--- src/rtl/dcache_pkg.sv ---
// Shared types for the direct-mapped write-through data cache.
// State encoding, access-size codes, line layout and a store-span helper.
package dcache_pkg;

    typedef enum logic [1:0] {IDLE, MISS_WAIT, FILL, WRITE} dcache_state_t;

    localparam logic [1:0] SIZE_B = 2'b00;
    localparam logic [1:0] SIZE_H = 2'b01;
    localparam logic [1:0] SIZE_W = 2'b10;

    localparam int LINE_W = 32;

    // Tag is held zero-extended to the full word width.
    typedef struct packed {
        logic              valid;
        logic [LINE_W-1:0] tag;
        logic [LINE_W-1:0] data;
    } dcache_line_t;

    // True when a store at this offset/size would cross into the next word.
    function automatic logic store_spans(input logic [1:0] offset, input logic [1:0] size);
        case (size)
            SIZE_H:  return offset == 2'd3;
            SIZE_W:  return offset != 2'd0;
            default: return 1'b0;
        endcase
    endfunction

endpackage

--- src/rtl/dcache_array.sv ---
// Line storage for dcache_ctrl: combinational lookup, fill, byte-lane merge
// and invalidate, all on the single index presented by the controller.
module dcache_array
    import dcache_pkg::*;
#(
    parameter int SETS       = 8,
    parameter int INDEX_BITS = $clog2(SETS)
) (
    input  logic                  clk,
    input  logic                  rst,
    input  logic [INDEX_BITS-1:0] idx,
    output dcache_line_t          line,
    input  logic                  fill_en,
    input  logic [LINE_W-1:0]     fill_tag,
    input  logic [LINE_W-1:0]     fill_data,
    input  logic                  merge_en,
    input  logic [1:0]            offset,
    input  logic [1:0]            size,
    input  logic [LINE_W-1:0]     wdata,
    input  logic                  inval_en
);

    dcache_line_t      lines [SETS];
    logic [LINE_W-1:0] lane_mask;
    logic [LINE_W-1:0] lane_data;
    logic [LINE_W-1:0] merged;

    assign line = lines[idx];

    // Store data is right-aligned; shift it and its lane mask up to the byte offset.
    always_comb begin
        case (size)
            SIZE_B:  lane_mask = 32'h0000_00FF;
            SIZE_H:  lane_mask = 32'h0000_FFFF;
            default: lane_mask = 32'hFFFF_FFFF;
        endcase
        lane_mask = lane_mask << {offset, 3'b000};
        lane_data = wdata << {offset, 3'b000};
        merged    = (line.data & ~lane_mask) | (lane_data & lane_mask);
    end

    always_ff @(posedge clk) begin
        if (rst) begin
            for (int i = 0; i < SETS; i++) lines[i].valid <= 1'b0;
        end else if (fill_en) begin
            lines[idx] <= '{valid: 1'b1, tag: fill_tag, data: fill_data};
        end else if (merge_en) begin
            lines[idx].data <= merged;
        end else if (inval_en) begin
            lines[idx].valid <= 1'b0;
        end
    end

endmodule

--- src/rtl/dcache_ctrl.sv ---
// Direct-mapped, write-through, no-write-allocate data cache controller.
// Define DCACHE_STATS_EN to add saturating hit_count / miss_count outputs.
module dcache_ctrl
    import dcache_pkg::*;
#(
    parameter int ADDRESS_LENGTH = 32,
    parameter int SETS           = 8,
    parameter int MEM_LATENCY    = 2
) (
    input  logic                      clk,
    input  logic                      rst,
    input  logic                      cpu_req,
    input  logic                      cpu_we,
    input  logic [1:0]                cpu_size,
    input  logic [ADDRESS_LENGTH-1:0] cpu_addr,
    input  logic [ADDRESS_LENGTH-1:0] cpu_wdata,
    output logic [ADDRESS_LENGTH-1:0] cpu_rdata,
    output logic                      cpu_stall,
    output logic [ADDRESS_LENGTH-1:0] mem_a,
    output logic [ADDRESS_LENGTH-1:0] mem_wd,
    output logic                      mem_sb,
    output logic                      mem_sh,
    output logic                      mem_sw,
    input  logic [ADDRESS_LENGTH-1:0] mem_rd
`ifdef DCACHE_STATS_EN
    ,
    output logic [31:0]               hit_count,
    output logic [31:0]               miss_count
`endif
);

    localparam int INDEX_BITS = $clog2(SETS);
    localparam int CNT_W      = $clog2(MEM_LATENCY) + 1;

    dcache_state_t             state, state_nxt;
    logic [CNT_W-1:0]          cnt;
    logic [INDEX_BITS-1:0]     idx;
    logic [1:0]                offset;
    logic [LINE_W-1:0]         tag_ext;
    logic [ADDRESS_LENGTH-1:0] word_addr;
    dcache_line_t              line;
    logic                      hit, load_req, store_req;
    logic                      fill_en, merge_en, inval_en;

    assign offset    = cpu_addr[1:0];
    assign idx       = cpu_addr[INDEX_BITS+1:2];
    assign tag_ext   = LINE_W'(cpu_addr[ADDRESS_LENGTH-1:INDEX_BITS+2]);
    assign word_addr = {cpu_addr[ADDRESS_LENGTH-1:2], 2'b00};
    assign hit       = line.valid && (line.tag == tag_ext);
    assign load_req  = cpu_req && !cpu_we && (cpu_size != 2'b11);
    assign store_req = cpu_req &&  cpu_we && (cpu_size != 2'b11);

    dcache_array #(.SETS(SETS), .INDEX_BITS(INDEX_BITS)) u_array (
        .clk       (clk),
        .rst       (rst),
        .idx       (idx),
        .line      (line),
        .fill_en   (fill_en),
        .fill_tag  (tag_ext),
        .fill_data (mem_rd),
        .merge_en  (merge_en),
        .offset    (offset),
        .size      (cpu_size),
        .wdata     (cpu_wdata),
        .inval_en  (inval_en)
    );

    always_ff @(posedge clk) begin
        if (rst) begin
            state <= IDLE;
            cnt   <= '0;
        end else begin
            state <= state_nxt;
            if (state == IDLE && load_req && !hit)
                cnt <= CNT_W'(MEM_LATENCY - 1);
            else if (state == MISS_WAIT && cnt != '0)
                cnt <= cnt - 1'b1;
        end
    end

    // Everything is held at zero while rst is high so no strobe or fill leaks out.
    always_comb begin
        state_nxt = state;
        cpu_stall = 1'b0;
        cpu_rdata = '0;
        mem_a     = '0;
        mem_wd    = '0;
        mem_sb    = 1'b0;
        mem_sh    = 1'b0;
        mem_sw    = 1'b0;
        fill_en   = 1'b0;
        merge_en  = 1'b0;
        inval_en  = 1'b0;
        if (!rst) begin
            case (state)
                IDLE: begin
                    cpu_rdata = line.valid ? line.data : '0;
                    if (load_req && !hit) begin
                        cpu_stall = 1'b1;
                        mem_a     = word_addr;
                        state_nxt = MISS_WAIT;
                    end else if (store_req) begin
                        cpu_stall = 1'b1;
                        state_nxt = WRITE;
                    end
                end
                MISS_WAIT: begin
                    cpu_stall = 1'b1;
                    mem_a     = word_addr;
                    if (cnt == '0) state_nxt = FILL;
                end
                FILL: begin
                    mem_a     = word_addr;
                    cpu_rdata = mem_rd;
                    fill_en   = 1'b1;
                    state_nxt = IDLE;
                end
                WRITE: begin
                    mem_a  = cpu_addr;
                    mem_wd = cpu_wdata;
                    mem_sb = (cpu_size == SIZE_B);
                    mem_sh = (cpu_size == SIZE_H);
                    mem_sw = (cpu_size == SIZE_W);
                    // A store crossing the word cannot be merged into one line; drop the line.
                    if (hit) begin
                        if (store_spans(offset, cpu_size)) inval_en = 1'b1;
                        else                               merge_en = 1'b1;
                    end
                    state_nxt = IDLE;
                end
                default: state_nxt = IDLE;
            endcase
        end
    end

`ifdef DCACHE_STATS_EN
    always_ff @(posedge clk) begin
        if (rst) begin
            hit_count  <= '0;
            miss_count <= '0;
        end else if (state == IDLE) begin
            if (load_req && hit && hit_count != 32'hFFFF_FFFF)
                hit_count <= hit_count + 1'b1;
            if (load_req && !hit && miss_count != 32'hFFFF_FFFF)
                miss_count <= miss_count + 1'b1;
        end
    end
`endif

endmodule
--- config.mk ---
export PLATFORM = sky130hd
export DESIGN_NAME = dcache_ctrl
export DESIGN_NICKNAME = d
export VERILOG_FILES = /design/src/rtl/dcache_pkg.sv /design/src/rtl/dcache_array.sv /design/src/rtl/dcache_ctrl.sv
export SDC_FILE = /design/constraint.sdc
export NUM_CORES = 1
export LEC_CHECK = 0
export ABC_AREA = 1
export ABC_CLOCK_PERIOD_IN_PS = 3100
export BUFFER_PORTS_ARGS = -buffer_cell sky130_fd_sc_hd__buf_2
export CELL_PAD_IN_SITES_DETAIL_PLACEMENT = 1
export CELL_PAD_IN_SITES_GLOBAL_PLACEMENT = 2
export CORE_AREA = 8 8 259 261
export DETAILED_ROUTE_END_ITERATION = 10
export DIE_AREA = 0 0 267 269
export PLACE_DENSITY = 0.82
export SLEW_MARGIN = 20
export SYNTH_ARGS = -nofsm -noshare
export SYNTH_HDL_FRONTEND = slang
export SYNTH_SLANG_ARGS = --single-unit
--- constraint.sdc ---
create_clock -name clk -period 3.1 [get_ports clk]
set_input_delay 0 -clock clk [delete_from_list [all_inputs] [get_ports clk]]
set_output_delay 0 -clock clk [all_outputs]
set_load 0.01 [all_outputs]
==> results of run 1 <==
## sequential cells by signal, summed over array words and instances (netlist names)
register       cells
u_array.lines    480
state              2
cnt                2
## power by group through the flow
stage / Combinational [mW] / Sequential [mW] / Clock, mW
finish: 2.65 / 7.41 / 5.95
global route: 2.88 / 7.42 / 6.26
CTS: 2.48 / 7.41 / 6.07
detailed placement: 2.39 / 7.55 / 0
global placement: 2.33 / 7.53 / 0
floorplan: 1.25 / 7.53 / 0
## synth_stat cells (2+ instances only)
library cell  instances
or2_0                 3
nand4_1              22
a22o_1               55
ha_1                 10
nand3_1             134
edfxtp_1            480
o211ai_1              7
or2_2                 8
buf_4                 2
o21ai_0              82
inv_1               315
a221oi_1             34
o22ai_1              16
o21ai_1              46
a21oi_1              15
buf_2                39
o221ai_1              8
dfxtp_1               4
nand2_1             480
o21bai_1              8
inv_2                 8
clkbuf_1             56
a22oi_1              20
nor2_4                3
buf_1                 5
nor2_1              202
nor3_1                9
or2_1                 6
## cells by family after synthesis
| family | Yosys count |
|---|---|
| AND/OR/NAND/NOR | 871 |
| flip-flops | 484 |
| buffers and inverters | 427 |
| AO/OA/AOI/OAI | 294 |
| adder cells (fa/ha/maj) | 10 |
| XOR/XNOR | 1 |
## layout make-up
cell class / instances / area [sq um]
fillers: 6963 / 35880
flip-flops and latches: 484 / 14490
multi-input cells: 1176 / 5842
repair buffers: 347 / 2629
clock buffers: 59 / 1306
inverters: 324 / 1221
well taps: 846 / 1059
clock inverters: 31 / 309.0
## path summary, 6_finish.rpt
kind                   startpoint              endpoint  slack, ps  cells after the start
max          u_array.lines[0][47]              mem_a[7]        120                     19
min                     mem_rd[1]   u_array.lines[6][1]         30                      5
min reg2reg                cnt[1]                cnt[1]        530                      2
max reg2reg  u_array.lines[0][47]  u_array.lines[3][26]        180                     19
## layer usage
metal  part of all wire  track usage  wire length, um  vias to the layer above
li1                   -            -                -                     7654
met1               0.41       0.2365            29810                     8351
met2               0.51       0.3524            36840                      441
met3              0.051      0.03063             3678                      107
met4              0.028      0.05940             2035                        4
met5            0.00029            0               21                        -
## tightest hold or removal path, delay by kind of cell
family | cells | cell delay (ps)
AO/OA/AOI/OAI | 1 | 60
AND/OR/NAND/NOR | 1 | 70
buffers and inverters | 3 | 320
## timing repair
action	in CTS	in global routing
hold buffers	59	0
endpoints found under the setup margin	13	31
pin swaps	0	8
buffers inserted	0	1
hold endpoints to repair	436	0
gates cloned	0	3
resized for setup	1	16
## per-stage QoR
| step | setup slack, ps | setup TNS [ps] | instance area (sq um) | power, mW | utilization |
|---|---|---|---|---|---|
| 6_report | 117.5 | 0 | 26860 | 16.01 | 0.4281 |
| 5_1_grt | -39.39 | -1035 | 26860 | 16.56 | 0.4281 |
| 4_1_cts | 38.11 | 0 | 26750 | 15.95 | 0.4264 |
| 3_5_place_dp | -17.83 | -657.2 | 24540 | 9.938 | 0.3912 |
| 3_3_place_gp | -18.97 | -2072 | 24540 | 9.866 | 0.3912 |
| 2_1_floorplan | -361.0 | -92420 | 21830 | 8.784 | - |
==> results.md, run 1 <==
* Status: finished, final reports clean
* Initial antenna violation count at 2
* # DRC at 0
* Final period util at 0.9621
* Gpl congestion at 0.8281
* Fin crit period at 2983 ps
* Share of cells above drive strength 1 at 0.1718
* Ant diodes at 0
* Later-pin clock latency in the skew report at 590 ps
* CTS tree: done
* Data arrival, critical path at 2980 ps
* Register area share after synthesis at 0.6638
* Die X at 267 um
* Xor/xnor share of the synthesized area at 0.0004011
* Distinct cells, synth at 38
* Core area at 0.06274 sq mm
* Worst slew margin at 0.4287
* Crit path max fanout at 7
* Number of port buffers at 201
* Global-route wire length before repair at 106700 um
* Combinational Power Share at 0.165
* Avg WL per Cell at 22.15 um
* Synth Area in Simple Gates at 0.1644
* Synth Area in Adders at 0.005730
* Nets at 2495
* Post-synth top area share at 0.6601
* Clk root buf: clkbuf_16
* Synth top area cells: edfxtp_1 66%, nand2_1 8.3%, inv_1 5.4%
* Num CTS Buffers at 50
* Vias per inst at 5.068
* Sequential Power Share at 0.463
* Largest family of logic cells by synthesized area: simple AND/OR/NAND/NOR gates
* Sw Ratio at 0.2678
* Crit path max-delay cell type: edfxtp_1
* Final hold vios at 0
* Hold_ws at 25.37 ps
* P per Cell Area at 595.9 mW/mm^2
* Most used DFF post-synth: edfxtp_1
* Fin Clk Skew at 36.31 ps
* Synth Area in Compound Gates at 0.08934
* Final setup viols at 0
* CP startpoint kind: register
* Post-synth EDFFs at 480
* Row cnt at 92
* Most frequent cells in the layout: 480 x edfxtp_1, 476 x nand2_1, 314 x inv_1, 200 x buf_2, 175 x nor2_1
* # IOs at 202
* Worst Tran Pin Value at 857.0 ps
* Int Pwr at 11.72 mW
* Largest net degree at the start of global routing at 63
* Critical path class: register to output pin
* Cells after Synth at 2087
* Die ar. at 0.07182 sq mm
* Synth Net Count at 2199
* Area leader, netlist: edfxtp_1
* Grt ovf at 0
* CTS H-tree depth at 2
* Slowest cell delay on critical path at 410 ps
* Max Freq at 335.3 MHz
* Hold Crit Class: input port to register
* Vias in the first global route at 17510
* Lkg Pwr at 10.97 nW
* Mux contribution to synthesized area at 0
* Clock power share at 0.372
* Max-slew violation count at 0
* Worst Path Required at 3100 ps
* Synth async-reset ratio at 0
* Sw Pwr at 4.287 mW
* Syn avg cell area at 10.46 sq um
* Final wirelength at 72380 um
* 1st-iter DRT viols at 1081
* Chip Height at 269 um
* Yosys warns at 0
* Max Cap Viol at 0
* Post-DP HPWL at 47510 um
* CP Capture Type: output pin
* VDD IR max at 0.0004130 V
* Clock Sinks at 484
* DRT Pass-1 Iters at 5
* FF+latch count, synth at 484
* Placed insts at 3114
* Initial Util at 0.3480
* Remaining antenna violation count at 0
* Mapped cell area at 0.02183 sq mm
* Total GRT Usage at 0.1944
* Commonest non-fill, non-tap cell in the layout: edfxtp_1
* Layout Cells excl Fill at 3267
* WP buf/inv at 5
* Critical-path cell list: inv_1 > nand2_1 > nand3_1 > nand2_1 > nor2_2 > nor2_1 > nor2_1 > nand2_1 > nor2_1 > nand2_1 > nor2_1 > nand2_2 > buf_4 > nand2_2 > nand2_2 > clkinv_4 > clkbuf_16 > nor2_1 > buf_2
* Delay-heaviest family, CP: simple AND/OR/NAND/NOR gates
* Maximum buffer depth of the clock tree at 3
* Crit path top cell by count: nor2_1
* Clk slew on worst S/H paths at 60 ps
* Area grow syn2layout at 23.01%
* Vias post-DR at 16560
Power figures use the tool's default switching activity.
==> run 2: changes to the inputs <==
Settings changed: CORE_AREA 8 8 259 261 to 8 8 233 291, DIE_AREA 0 0 267 269 to 0 0 241 299.
==> run 2 against run 1 <==
  * Sequential cell count stayed put
  * Critical endpoint is now u_array.lines[3][11]
  * Final area is 0.84% higher
  * Sequential share of layout area is 0.45 points lower
  * Critical path depth is 3 lower
  * Clock skew is 12 ps lower
==> results.md, run 2 (synthesis gave the netlist of run 1 again) <==
* Share of cells above drive strength 1 at 0.1741
* Number of port buffers at 201
* Post-DP HPWL at 49010 um
* Row cnt at 103
* Vias per inst at 5.061
* P per Cell Area at 588.1 mW/mm^2
* Vias in the first global route at 18050
* Core area at 0.06289 sq mm
* Max reg flops at 480
* Met3 Usage GRT at 0.03481
* Fill cells at 6994
* Min-delay src: mem_rd[5]
* VDD IR max at 0.0003534 V
* Num CTS Buffers at 49
* Die ar. at 0.07206 sq mm
* Global-route wire length before repair at 108800 um
* Hold endpoint: u_array.lines[0][5]
* Maximum buffer depth of the clock tree at 3
* Critical-path cell list: or2_2 > nand3_1 > nand2_1 > nor2_1 > o21ai_0 > nor2_1 > nand3_1 > nor2_1 > nand2_2 > buf_4 > nor3_4 > buf_4 > buf_12 > nand2_1 > o21ai_1 > inv_1
* R2R setup slack at 180 ps
* Slowest cell delay on critical path at 350 ps
* Final hold vios at 0
* # DRC at 0
* CP Capture Type: register
* Biggest regs: u_array.lines (480), cnt (2), state (2)
* CTS H-tree depth at 2
* Biggest register: u_array.lines
* Max-slew violation count at 0
* Crit path top cell by count: nor2_1
* Largest net degree at the start of global routing at 63
* Avg WL per Cell at 22.09 um
* Grt ovf at 0
* Fin Clk Skew at 24.06 ps
* Global route hottest layer: met2
* Placed insts at 3119
* Crit path max-delay cell type: edfxtp_1
* Fin crit period at 2920 ps
* Remaining antenna violation count at 0
* Die X at 241 um
* Final wirelength at 72420 um
* Worst Path Required at 3420 ps
* Most frequent cells in the layout: 480 x edfxtp_1, 475 x nand2_1, 312 x inv_1, 200 x buf_2, 179 x nor2_1
* Worst hold stages at 5
* Worst Tran Pin Value at 782.5 ps
* Nets at 2507
* Max Freq at 342.5 MHz
* Initial antenna violation count at 4
* WP buf/inv at 4
* Vias post-DR at 16590
* R2r endpoint: u_array.lines[3][11]
* Reg2Reg Depth at 16
* Initial Util at 0.3472
* Worst slew margin at 0.4783
* Final setup viols at 0
* Clk root buf: clkbuf_16
* CTS tree: done
* Chip Height at 299 um
* Met1 Use GR at 0.2315
* Layout Cells excl Fill at 3278
* 1st-iter DRT viols at 936
* # IOs at 202
* DRT Pass-1 Iters at 5
* Crit path max fanout at 20
* FF-to-FF Start: u_array.lines[0][49]
* Gpl congestion at 0.8407
* Multi-input combinational cell area at 0.005843 sq mm
* Status: finished, final reports clean
* Delay-heaviest family, CP: simple AND/OR/NAND/NOR gates
* CP startpoint kind: register
* Final period util at 0.9420
* Hold Crit Class: input port to register
* Clk slew on worst S/H paths at 60 ps
* Commonest non-fill, non-tap cell in the layout: edfxtp_1
* M2 GR Usage at 0.3596
* Clock Sinks at 484
* Critical path class: register to register
* Register Area at 0.01449 sq mm
* Final core occ at 0.4307
* Lkg Pwr at 11.04 nW
* Total GRT Usage at 0.1981
* Data arrival, critical path at 3240 ps
* Max Cap Viol at 0
* Later-pin clock latency in the skew report at 600 ps
* Area grow syn2layout at 24.04%
[run 2: cell types whose count changed in the layout (fill, tap and decap cells not counted), moves of 3 or more]
| cell | delta |
|---|---|
| dlygate4sd3_1 | +3 |
| buf_4 | -3 |
| diode_2 | +3 |
| clkbuf_16 | -3 |
| nor2_1 | +4 |
| buf_12 | +13 |
| nor2_2 | -3 |
[run 2: metrics by stage]
step | setup WS (ps) | hold slack, ps | total power [mW] | setup TNS (ps) | cell area (sq um)
finish | 179.9 | 29.92 | 15.93 | 0 | 27080
global route | -9.945 | 76.29 | 16.50 | -64.89 | 27080
CTS | 5.611 | 1.470 | 15.98 | 0 | 27000
detailed placement | -44.78 | 331.9 | 9.955 | -455.6 | 24770
global placement | 15.63 | 326.8 | 9.883 | 0 | 24770
floorplan | -361.0 | 69.07 | 8.784 | -92420 | 21830
[run 2: layer usage]
metal | wire length (um) | up-vias
met3 | 3349 | 114
met1 | 28840 | 8355
met2 | 37910 | 435
met4 | 2315 | 2
li1 | - | 7685
met5 | 11 | -
[run 2: what timing repair did]
action | 4_1_cts | 5_1_grt
pin swaps | 2 | 8
endpoints found under the hold margin | 447 | 0
buffers inserted | 0 | 1
gates resized for setup | 8 | 14
setup endpoints to repair | 30 | 30
hold buffers | 62 | 0
gates cloned | 1 | 1
[run 2: power breakdown]
| part | internal [mW] | leakage (nW) | switching, mW |
|---|---|---|---|
| clock | 3.34 | 0.764 | 2.56 |
| sequential | 7.36 | 4.36 | 0.0457 |
| combinational | 0.879 | 5.92 | 1.75 |
[run 2: worst register-to-register path: cells and delay by family, from the launching register on]
kind                   cells  cell delay [ps]
AO/OA/AOI/OAI              2              260
AND/OR/NAND/NOR           10             1250
flip-flops                 1              350
buffers and inverters      4              780
[run 2: area by class of cell]
type	instances	share of cell area
clock inverter	32	0.01127
antenna	3	0.0002772
tap	840	0.03880
inverter	324	0.04509
clock buffer	59	0.04666
sequential	484	0.5351
timing repair buffer	360	0.1070
multi-input combinational	1176	0.2157
[run 2: worst max path at each step]
stage	slack (ps)	to	startpoint	cells after the start
6_report	180	u_array.lines[3][11]	u_array.lines[0][49]	16
3_3_place_gp	20	u_array.lines[2][27]	cpu_addr[4]	19
5_1_grt	-10	u_array.lines[3][11]	u_array.lines[6][48]	17
3_5_place_dp	-40	u_array.lines[4][27]	cpu_addr[4]	19
4_1_cts	6	mem_a[21]	u_array.lines[0][49]	16
2_1_floorplan	-360	u_array.lines[0][0]	u_array.lines[0][55]	14
==> run 3: changes to the inputs <==
Settings changed: ABC_CLOCK_PERIOD_IN_PS 3100 to 3600, CORE_AREA 8 8 233 291 to 8 8 213 266, DIE_AREA 0 0 241 299 to 0 0 221 274, PLACE_DENSITY 0.82 to 0.92.
Clock period 3.1 ns to 3.6 ns, I/O delays scaled along.
==> run 3 against run 2 <==
  * Register-to-register slack improved by 440 ps
  * Routed wire length fell by 0.29%
  * Sequential power fell by 14%
  * Non-clock buffer count fell by 40
  * Clock-buffer cell count fell by 5
  * Critical path depth did not move
  * First-iteration DRC count rose by 35%
  * Power fell by 16%
  * Via count rose by 1.3%
  * Utilization rose by 6.9 points
  * Critical path type is now register to output pin
==> results.md, run 3 (synthesis gave the netlist of run 1 again) <==
* Status: finished, final reports clean
* Clk root buf: clkbuf_16
* Die X at 221 um
* Max reg flops at 480
* Final core occ at 0.4992
* CTS tree: done
* # IOs at 202
* WL met3 at 3765 um
* Initial Util at 0.4172
* Max-slew violation count at 0
* Core area at 0.05234 sq mm
* Biggest register: u_array.lines
* DRT Pass-1 Iters at 5
* Vias in the first global route at 18190
* Chip Height at 274 um
* FF-to-FF Start: u_array.lines[4][52]
* P per Cell Area at 513.4 mW/mm^2
* Pre-CTS WS at 176.5 ps
* # DRC at 0
* Share of cells above drive strength 1 at 0.1591
* Largest net degree at the start of global routing at 64
* Register Area at 0.01449 sq mm
* Num CTS Buffers at 48
* Final hold vios at 0
* Global-route wire length before repair at 108800 um
* Worst slew margin at 0.4357
* CTS H-tree depth at 2
* Maximum buffer depth of the clock tree at 3
* Fill cells at 5739
* Post-DP Area at 0.02402 sq mm
* Nets at 2466
* Avg WL per Cell at 23.54 um
* Area grow syn2layout at 19.67%
* Die ar. at 0.06055 sq mm
* CP Capture Type: output pin
* Final period util at 0.8633
* Crit path max-delay cell type: edfxtp_1
* Metal-1 WL at 27660 um
* Most frequent cells in the layout: 480 x nand2_1, 480 x edfxtp_1, 315 x inv_1, 200 x buf_2, 183 x nor2_1
* Final instance area at 0.02613 sq mm
* Clk slew on worst S/H paths at 60 ps
* Max Used Layer: met4
* Fin crit period at 3108 ps
* Vias per inst at 5.479
* Clock Sinks at 484
* Grt ovf at 0
* Multi-input combinational cell area at 0.005777 sq mm
* Critical path class: register to output pin
* CP startpoint kind: register
* Hold_ws at 19.56 ps
* Vias post-DR at 16810
* Gpl congestion at 0.8332
* Final wirelength at 72210 um
* Worst Tran Pin Value at 846.5 ps
* Max Cap Viol at 0
* 1st-iter DRT viols at 1260
* Biggest regs: u_array.lines (480), cnt (2), state (2)
* Met2 WL at 38010 um
* Number of port buffers at 201
* Data arrival, critical path at 3110 ps
* Worst Setup SP: u_array.lines[4][52]
* Remaining antenna violation count at 0
* Critical-path cell list: or2_2 > nand3_1 > nand2_1 > o21bai_1 > nand2_1 > nor2_1 > nand3_1 > nor2_1 > nand2_1 > buf_4 > nand2_1 > nand2_1 > inv_1 > buf_12 > nor2_1 > buf_2
* Delay-heaviest family, CP: simple AND/OR/NAND/NOR gates
* Initial antenna violation count at 2
* Worst Path Required at 3600 ps
* Crit path max fanout at 30
* Fin Clk Skew at 20.33 ps
* Setup TNS at 0 ps
* Min-delay src: mem_rd[21]
* WP buf/inv at 4
* Later-pin clock latency in the skew report at 580 ps
* Final setup viols at 0
* VDD IR max at 0.0003439 V
* Post-DP HPWL at 47260 um
* Worst Slack Setup Final at 492.1 ps
* Hold Crit Class: input port to register
* Total GRT Usage at 0.2318
* Crit path top cell by count: nand2_1
* Lkg Pwr at 10.75 nW
* RSZ-0062 raised after global routing: no
* Slowest cell delay on critical path at 350 ps
* Row cnt at 94
* Max Freq at 321.8 MHz
* Cts repair resizes at 0
[run 3: changes by cell type in the layout (fill, tap and decap cells not counted), moves of 3 or more]
| cell | delta |
|---|---|
| clkbuf_1 | -4 |
| nor2_4 | -4 |
| buf_4 | -6 |
| dlygate4sd3_1 | -7 |
| nand2_1 | +5 |
| clkinv_1 | -3 |
| clkinv_2 | +8 |
| nor2_1 | +4 |
| inv_1 | +3 |
| nand2_2 | -4 |
| buf_12 | -24 |
[run 3: worst register-to-register path: cells and delay by family, from the launching register on]
family | cells | cell delay (ps)
compound gates | 2 | 300
flops | 1 | 350
buf+inv | 2 | 620
simple gates | 10 | 1400
[run 3: layout make-up]
cell class,count,area share
antenna,2,0.0001915
clock buffer,54,0.04683
clock inverter,36,0.01274
inverter,324,0.04655
multi-input combinational,1176,0.2211
sequential,484,0.5547
tap,672,0.03218
timing repair buffer,320,0.08572
[run 3: final timing paths]
check	depth (start not counted)	endpoint	slack, ps
max	16	mem_a[31]	490
min	5	u_array.lines[0][21]	20
max reg2reg	14	u_array.lines[3][27]	620
min reg2reg	2	state[1]	540
[run 3: what timing repair did]
action | in CTS | in global routing
setup endpoints to repair | 0 | 0
buffers inserted | 0 | 0
hold buffers | 55 | 0
hold endpoints to repair | 402 | 0
[run 3: power breakdown]
group,switching [mW],internal (mW),total (mW)
sequential,0.0426,6.34,6.38
clock,2.18,2.83,5.00
combinational,1.40,0.625,2.03
total,3.62,9.79,13.4
[run 3: routing by layer]
metal,vias up,GRT usage
met3,138,0.03250
met2,586,0.4313
li1,7596,-
met4,0,0.09387
met1,8490,0.2660
met5,-,0
[run 3: per-stage QoR]
step | instances | power (mW)
after global placement | 2921 | 8.409
after global routing | 3068 | 13.85
after CTS | 3066 | 13.50
after detailed placement | 2921 | 8.490
final | 3068 | 13.41
after floorplan | 2087 | 7.564
